==> src/rtl/capture_sequencer.sv <==
// capture_sequencer: synchronizes three raw event levels, detects their rising edges and runs a
// small IDLE/MEASURE/HOLD sequencer that issues one-cycle command pulses to a capture datapath.
// Each capture pulse pushes the counter value into a first-word-fall-through result FIFO.
//
// Optional feature: define CAPTURE_SEQ_TIMEOUT_EN to bound the MEASURE dwell to TIMEOUT_CYCLES.
// On expiry the block issues rst_capture, sets timeout_o and returns to IDLE. Without the macro,
// MEASURE persists indefinitely and timeout_o is tied low.
//
// Ports:
//   clk_i, rst_an_i           clock, asynchronous active-low reset
//   start_in_i, capture_in_i, rst_capture_in_i   raw asynchronous event levels
//   counter_i [31:0]          running counter from the capture datapath
//   *_rising_o                registered one-cycle command pulses (at most one per cycle)
//   data_o, valid_o, ready_i  FIFO head, head valid, consumer accept
//   level_o                   FIFO occupancy
//   state_o                   IDLE=0, MEASURE=1, HOLD=2
//   overflow_o, timeout_o     sticky flags; clear_i flushes the FIFO and clears both
module capture_sequencer #(
  parameter int unsigned SYNC_STAGES    = 2,
  parameter int unsigned FIFO_DEPTH     = 4,
  parameter int unsigned TIMEOUT_CYCLES = 1000
) (
  input  logic                          clk_i,
  input  logic                          rst_an_i,
  input  logic                          start_in_i,
  input  logic                          capture_in_i,
  input  logic                          rst_capture_in_i,
  input  logic [31:0]                   counter_i,
  output logic                          start_in_rising_o,
  output logic                          capture_in_rising_o,
  output logic                          rst_capture_in_rising_o,
  output logic [31:0]                   data_o,
  output logic                          valid_o,
  input  logic                          ready_i,
  output logic [$clog2(FIFO_DEPTH):0]   level_o,
  output logic [1:0]                    state_o,
  output logic                          overflow_o,
  output logic                          timeout_o,
  input  logic                          clear_i
);

  localparam int unsigned PtrW = $clog2(FIFO_DEPTH);
  localparam int unsigned LvlW = PtrW + 1;

  typedef enum logic [1:0] {
    StIdle    = 2'd0,
    StMeasure = 2'd1,
    StHold    = 2'd2,
    StIllegal = 2'd3
  } state_e;

  // Bit order in the synchronizer vectors: {rst_capture, capture, start}.
  logic [SYNC_STAGES-1:0][2:0] sync_q;
  logic [2:0]                  prev_q;
  logic [2:0]                  edge_det;

  always_ff @(posedge clk_i or negedge rst_an_i) begin
    if (!rst_an_i) begin
      sync_q <= '0;
      prev_q <= '0;
    end else begin
      sync_q <= {sync_q[SYNC_STAGES-2:0], {rst_capture_in_i, capture_in_i, start_in_i}};
      prev_q <= sync_q[SYNC_STAGES-1];
    end
  end

  assign edge_det = sync_q[SYNC_STAGES-1] & ~prev_q;

  // Sequencer
  state_e state_q, state_d;
  logic   start_q, start_d;
  logic   cap_q, cap_d;
  logic   rstc_q, rstc_d;
  logic   timeout_set;

`ifdef CAPTURE_SEQ_TIMEOUT_EN
  logic [15:0] tcnt_q, tcnt_d;
`endif

  always_comb begin
    state_d     = state_q;
    start_d     = 1'b0;
    cap_d       = 1'b0;
    rstc_d      = 1'b0;
    timeout_set = 1'b0;
`ifdef CAPTURE_SEQ_TIMEOUT_EN
    // Counter is zero everywhere except while dwelling in MEASURE without a command.
    tcnt_d      = '0;
`endif
    if (state_q == StIllegal) begin
      state_d = StIdle;
    end else if (edge_det[2]) begin
      rstc_d  = 1'b1;
      state_d = StIdle;
    end else begin
      case (state_q)
        StIdle: begin
          if (edge_det[0]) begin
            start_d = 1'b1;
            state_d = StMeasure;
          end
        end
        StMeasure: begin
          if (edge_det[1]) begin
            cap_d   = 1'b1;
            state_d = StHold;
          end else if (edge_det[0]) begin
            start_d = 1'b1;
          end else begin
`ifdef CAPTURE_SEQ_TIMEOUT_EN
            if (tcnt_q == 16'(TIMEOUT_CYCLES - 1)) begin
              rstc_d      = 1'b1;
              timeout_set = 1'b1;
              state_d     = StIdle;
            end else begin
              tcnt_d = tcnt_q + 16'd1;
            end
`endif
          end
        end
        StHold: begin
          if (edge_det[0]) begin
            start_d = 1'b1;
            state_d = StMeasure;
          end
        end
        default: state_d = StIdle;
      endcase
    end
  end

  always_ff @(posedge clk_i or negedge rst_an_i) begin
    if (!rst_an_i) begin
      state_q <= StIdle;
      start_q <= 1'b0;
      cap_q   <= 1'b0;
      rstc_q  <= 1'b0;
    end else begin
      state_q <= state_d;
      start_q <= start_d;
      cap_q   <= cap_d;
      rstc_q  <= rstc_d;
    end
  end

`ifdef CAPTURE_SEQ_TIMEOUT_EN
  logic timeout_q;

  always_ff @(posedge clk_i or negedge rst_an_i) begin
    if (!rst_an_i) begin
      tcnt_q    <= '0;
      timeout_q <= 1'b0;
    end else begin
      tcnt_q <= tcnt_d;
      if (clear_i) begin
        timeout_q <= 1'b0;
      end else if (timeout_set) begin
        timeout_q <= 1'b1;
      end
    end
  end

  assign timeout_o = timeout_q;
`else
  assign timeout_o = 1'b0;
`endif

  // Result FIFO. The push uses counter_i during the cycle the capture pulse is high.
  logic [FIFO_DEPTH-1:0][31:0] mem_q;
  logic [PtrW-1:0]             wr_q, rd_q;
  logic [LvlW-1:0]             level_q;
  logic                        overflow_q;
  logic                        push, pop, full, push_ok;

  assign full    = (level_q == LvlW'(FIFO_DEPTH));
  assign push    = cap_q;
  assign pop     = valid_o && ready_i;
  assign push_ok = push && (!full || pop);

  always_ff @(posedge clk_i or negedge rst_an_i) begin
    if (!rst_an_i) begin
      mem_q      <= '0;
      wr_q       <= '0;
      rd_q       <= '0;
      level_q    <= '0;
      overflow_q <= 1'b0;
    end else if (clear_i) begin
      wr_q       <= '0;
      rd_q       <= '0;
      level_q    <= '0;
      overflow_q <= 1'b0;
    end else begin
      if (pop) begin
        rd_q <= rd_q + PtrW'(1);
      end
      if (push_ok) begin
        mem_q[wr_q] <= counter_i;
        wr_q        <= wr_q + PtrW'(1);
      end
      if (push && !push_ok) begin
        overflow_q <= 1'b1;
      end
      if (push_ok && !pop) begin
        level_q <= level_q + LvlW'(1);
      end else if (!push_ok && pop) begin
        level_q <= level_q - LvlW'(1);
      end
    end
  end

  assign valid_o                 = (level_q != '0);
  assign data_o                  = valid_o ? mem_q[rd_q] : '0;
  assign level_o                 = level_q;
  assign overflow_o              = overflow_q;
  assign state_o                 = state_q;
  assign start_in_rising_o       = start_q;
  assign capture_in_rising_o     = cap_q;
  assign rst_capture_in_rising_o = rstc_q;

endmodule

==> config.mk <==
export PLATFORM = sky130hd
export DESIGN_NAME = capture_sequencer
export DESIGN_NICKNAME = d
export VERILOG_FILES = /design/src/rtl/capture_sequencer.sv
export SDC_FILE = /design/constraint.sdc
export NUM_CORES = 1
export LEC_CHECK = 0
export CAP_MARGIN = 30
export CORE_ASPECT_RATIO = 0.75
export CORE_MARGIN = 10
export CORE_UTILIZATION = 55
export CTS_CLUSTER_SIZE = 8
export DETAILED_ROUTE_END_ITERATION = 12
export PLACE_DENSITY = 0.75
export SETUP_SLACK_MARGIN = 0.02
export SYNTH_ARGS = -nofsm -noshare
export SYNTH_HDL_FRONTEND = slang
export SYNTH_SLANG_ARGS = --single-unit
==> constraint.sdc <==
create_clock -name clk_i -period 2.7 [get_ports clk_i]
set_clock_uncertainty 0.2 [all_clocks]
set_input_delay 0.54 -clock clk_i [delete_from_list [all_inputs] [get_ports clk_i]]
set_output_delay 0.54 -clock clk_i [all_outputs]
set_load 0.01 [all_outputs]
==> flow_metrics.py <==
metrics = {
    "status": {
        "status": "finished with violations",
        "violations": "negative setup slack",
    },
    "setup_path": {
        "reg2reg_from": "level_o[1]",
        "timing.rr.end": "level_o[2]",
        "cp-endpoint": "data_o[16]",
        "cp.arrival_ns": 1.99,
        "ff2ff_path_depth": 7,
        "end_kind": "output pin",
        "rrSetupSlack_ns": 0.26,
        "critPathLaunch": "rd_q[0]",
        "crit_fanout": 5,
        "startpoint_type": "flop",
        "required_ns": 1.96,
        "path_class": "reg2out",
    },
    "route": {
        "drt-total-wl_um": 15700,
        "drtAntennaViolNets": 0,
        "detail_route.wl_per_cell_um": 21.5,
        "firstDrtPassIters": 4,
        "drc": 0,
        "via_per_inst": 5.61,
        "vias": 4093,
        "dr.first_iter.drc_count": 193,
    },
    "cells_and_area": {
        "post_layout_nonfiller_instances": 730,
        "fillers": 811,
        "nNetsFinal": 590,
        "post-route-util_pct": 71.4,
        "areaGrowthSynthToFinish_pct": 26.0,
        "final_common_cell": "dfrtp_1",
        "n_antenna_cell": 0,
        "layout-drive-gt1-share_pct": 52.2,
        "fin_area_mm2": 0.00932,
        "final_cell_mix": "148 x dfrtp_1, 120 x mux2_4, 47 x clkdlybuf4s50_1",
    },
    "synth": {
        "synth_fp_nets": 483,
        "ys_seq_elements": 150,
        "netlist_instances": 439,
        "yosys_warnings": 0,
        "synthArstFlopShare_pct": 100,
        "seq_area_frac_synth_pct": 50.7,
        "syn_avg_cell_area_um2": 16.9,
        "synth_edf_count": 0,
        "syn_area_mm2": 0.00740,
        "synthFlopType": "dfrtp_1",
        "synth_cell_type_count": 41,
    },
    "sta": {
        "post-route-period-util_pct": 101,
        "clock.fmax_mhz": 366,
        "period_minus_slack_ns": 2.73,
        "maxSlewViolCount": 0,
        "relSlewSlack_pct": 53.7,
        "grt_setup_unrepaired": "true",
        "layout_setup_ws_ns": -0.0298,
        "finalHoldViolations": 0,
        "worst_slew_pin_slew_ns": 0.684,
        "tns_ns": -0.0628,
        "setup_viol_count_final": 8,
    },
    "global_route": {
        "grt_max_degree": 58,
        "grt_use_total_pct": 17.8,
        "grt_pass1_wl_um": 26200,
        "antenna_found_initial": 0,
        "grt_pass1_vias": 4604,
        "grt_overflow": 0,
    },
    "clock_tree": {
        "cts_made_buffers": 17,
        "cts_tree": "yes",
        "clk_latency_ns": 0.42,
        "cts_root_buf": "clkbuf_16",
        "path_clk_slew_ns": 0.06,
        "cts.sinks": 150,
        "cts.path.max_buffers": 2,
        "h-tree-depth": 4,
    },
    "floorplan": {
        "die_y_um": 120,
        "core_mm2": 0.0131,
        "ios": 82,
        "rows": 36,
        "fp.dieW_um": 154,
        "initial_core_util_pct": 56.6,
        "die_area_mm2": 0.0185,
    },
    "hold_path": {
        "hold_path_depth": 0,
        "hp-class": "reg2reg",
    },
    "place": {
        "placed_cells": 688,
        "hpwl_um": 9670,
        "numPortBuffers": 80,
        "placed_area_mm2": 0.00848,
        "gp_congestion": 0.746,
    },
    "power": {
        "peakVddDrop_uv": 722,
        "power.leakage_nw": 4.67,
        "power_density_mw_per_mm2": 840,
    },
    "job": {
        "maxCapViolCount": 0,
    },
}
## cell type report
class	count	area, um^2	area share [%]
Clock buffer	25	505	5.42
Multi-Input combinational cell	250	3340	35.8
Sequential cell	150	3760	40.3
Tap cell	171	214	2.30
Timing Repair Buffer	119	1390	14.9
Inverter	8	30.0	0.322
Clock inverter	7	91.3	0.980
## where the power goes
part / switching, mW / leakage, nW / internal (mW)
logic: 1.12 / 2.35 / 1.70
registers: 0.142 / 2.02 / 2.49
clock network: 0.892 / 0.294 / 1.48
## state kept, by name (all words and copies together), names as in the netlist
signal,count
capture_in_rising_o,1
level_o,3
mem_q,128
overflow_o,1
prev_q,3
rd_q,2
rst_capture_in_rising_o,1
start_in_rising_o,1
state_o,2
sync_q,6
wr_q,2
## metal layers
layer,share of wire [%],global-route usage (%),up-vias,wire [um]
met5,0,0,-,0
li1,-,-,1803,-
met4,1.0,5.12,0,163
met3,5.6,5.24,17,876
met2,47,27.4,107,7350
met1,46,24.1,2166,7270
## through the flow
stage	hold WS, ns	worst slack, ns	total power [mW]
global placement	0.135	-0.0445	4.95
floorplan	0.0444	0.104	3.99
finish	0.152	-0.0298	7.83
detailed placement	0.135	-0.103	5.00
CTS	0.156	-0.121	7.81
global route	0.168	-0.0653	8.20
## timing repair
item | in CTS | in global routing
cloned | 4 | 0
setup buffers | 7 | 0
hold endpoints to repair | 55 | 0
gates resized for setup | 158 | 27
endpoints found under the setup margin | 32 | 30
hold buffers | 1 | 0
pin swaps | 2 | 0
## cell families (layout without fill, tap and decap cells)
group           after synthesis  in the layout  synth area share [%]
compound gates               18             18                  1.64
simple gates                 62             62                  5.83
other cells                   1              1                0.0507
flops                       150            150                  50.7
xor+xnor                      3              3                 0.355
mux                         161            161                  35.5
fa+ha+maj                     5              5                 0.947
buf+inv                      39            159                  4.99
## worst max-delay path, cell delays in order, from the launching register on
cell	delay, ns
dfrtp_2	0.39
buf_12	0.11
buf_12	0.13
buf_12	0.13
mux4_2	0.51
and2_1	0.17
buf_2	0.13
## cell usage after synthesis (2+ instances only)
cell type	number	area, um^2
dfrtp_1	150	3750
mux2_4	120	1800
and2_1	32	200
mux4_2	32	721
buf_12	12	240
nor2_1	10	37.5
mux2_2	9	101
clkbuf_1	8	30.0
inv_1	8	30.0
buf_2	7	35.0
a21oi_1	4	20.0
ha_1	4	50.1
nand4_4	4	85.1
a31oi_1	3	18.8
nand2b_1	3	18.8
buf_6	2	22.5
nand3_1	2	10.0
o211ai_1	2	15.0
o21ai_0	2	10.0
o31ai_1	2	15.0
or3_1	2	12.5
xor2_1	2	17.5
## worst min path at each step
stage / startpoint / endpoint
floorplan: rst_an_i / capture_in_rising_o
global placement: sync_q[0] / sync_q[3]
detailed placement: sync_q[2] / sync_q[5]
CTS: sync_q[2] / sync_q[5]
global route: sync_q[2] / sync_q[5]
finish: sync_q[2] / sync_q[5]
Power figures use the tool's default switching activity.
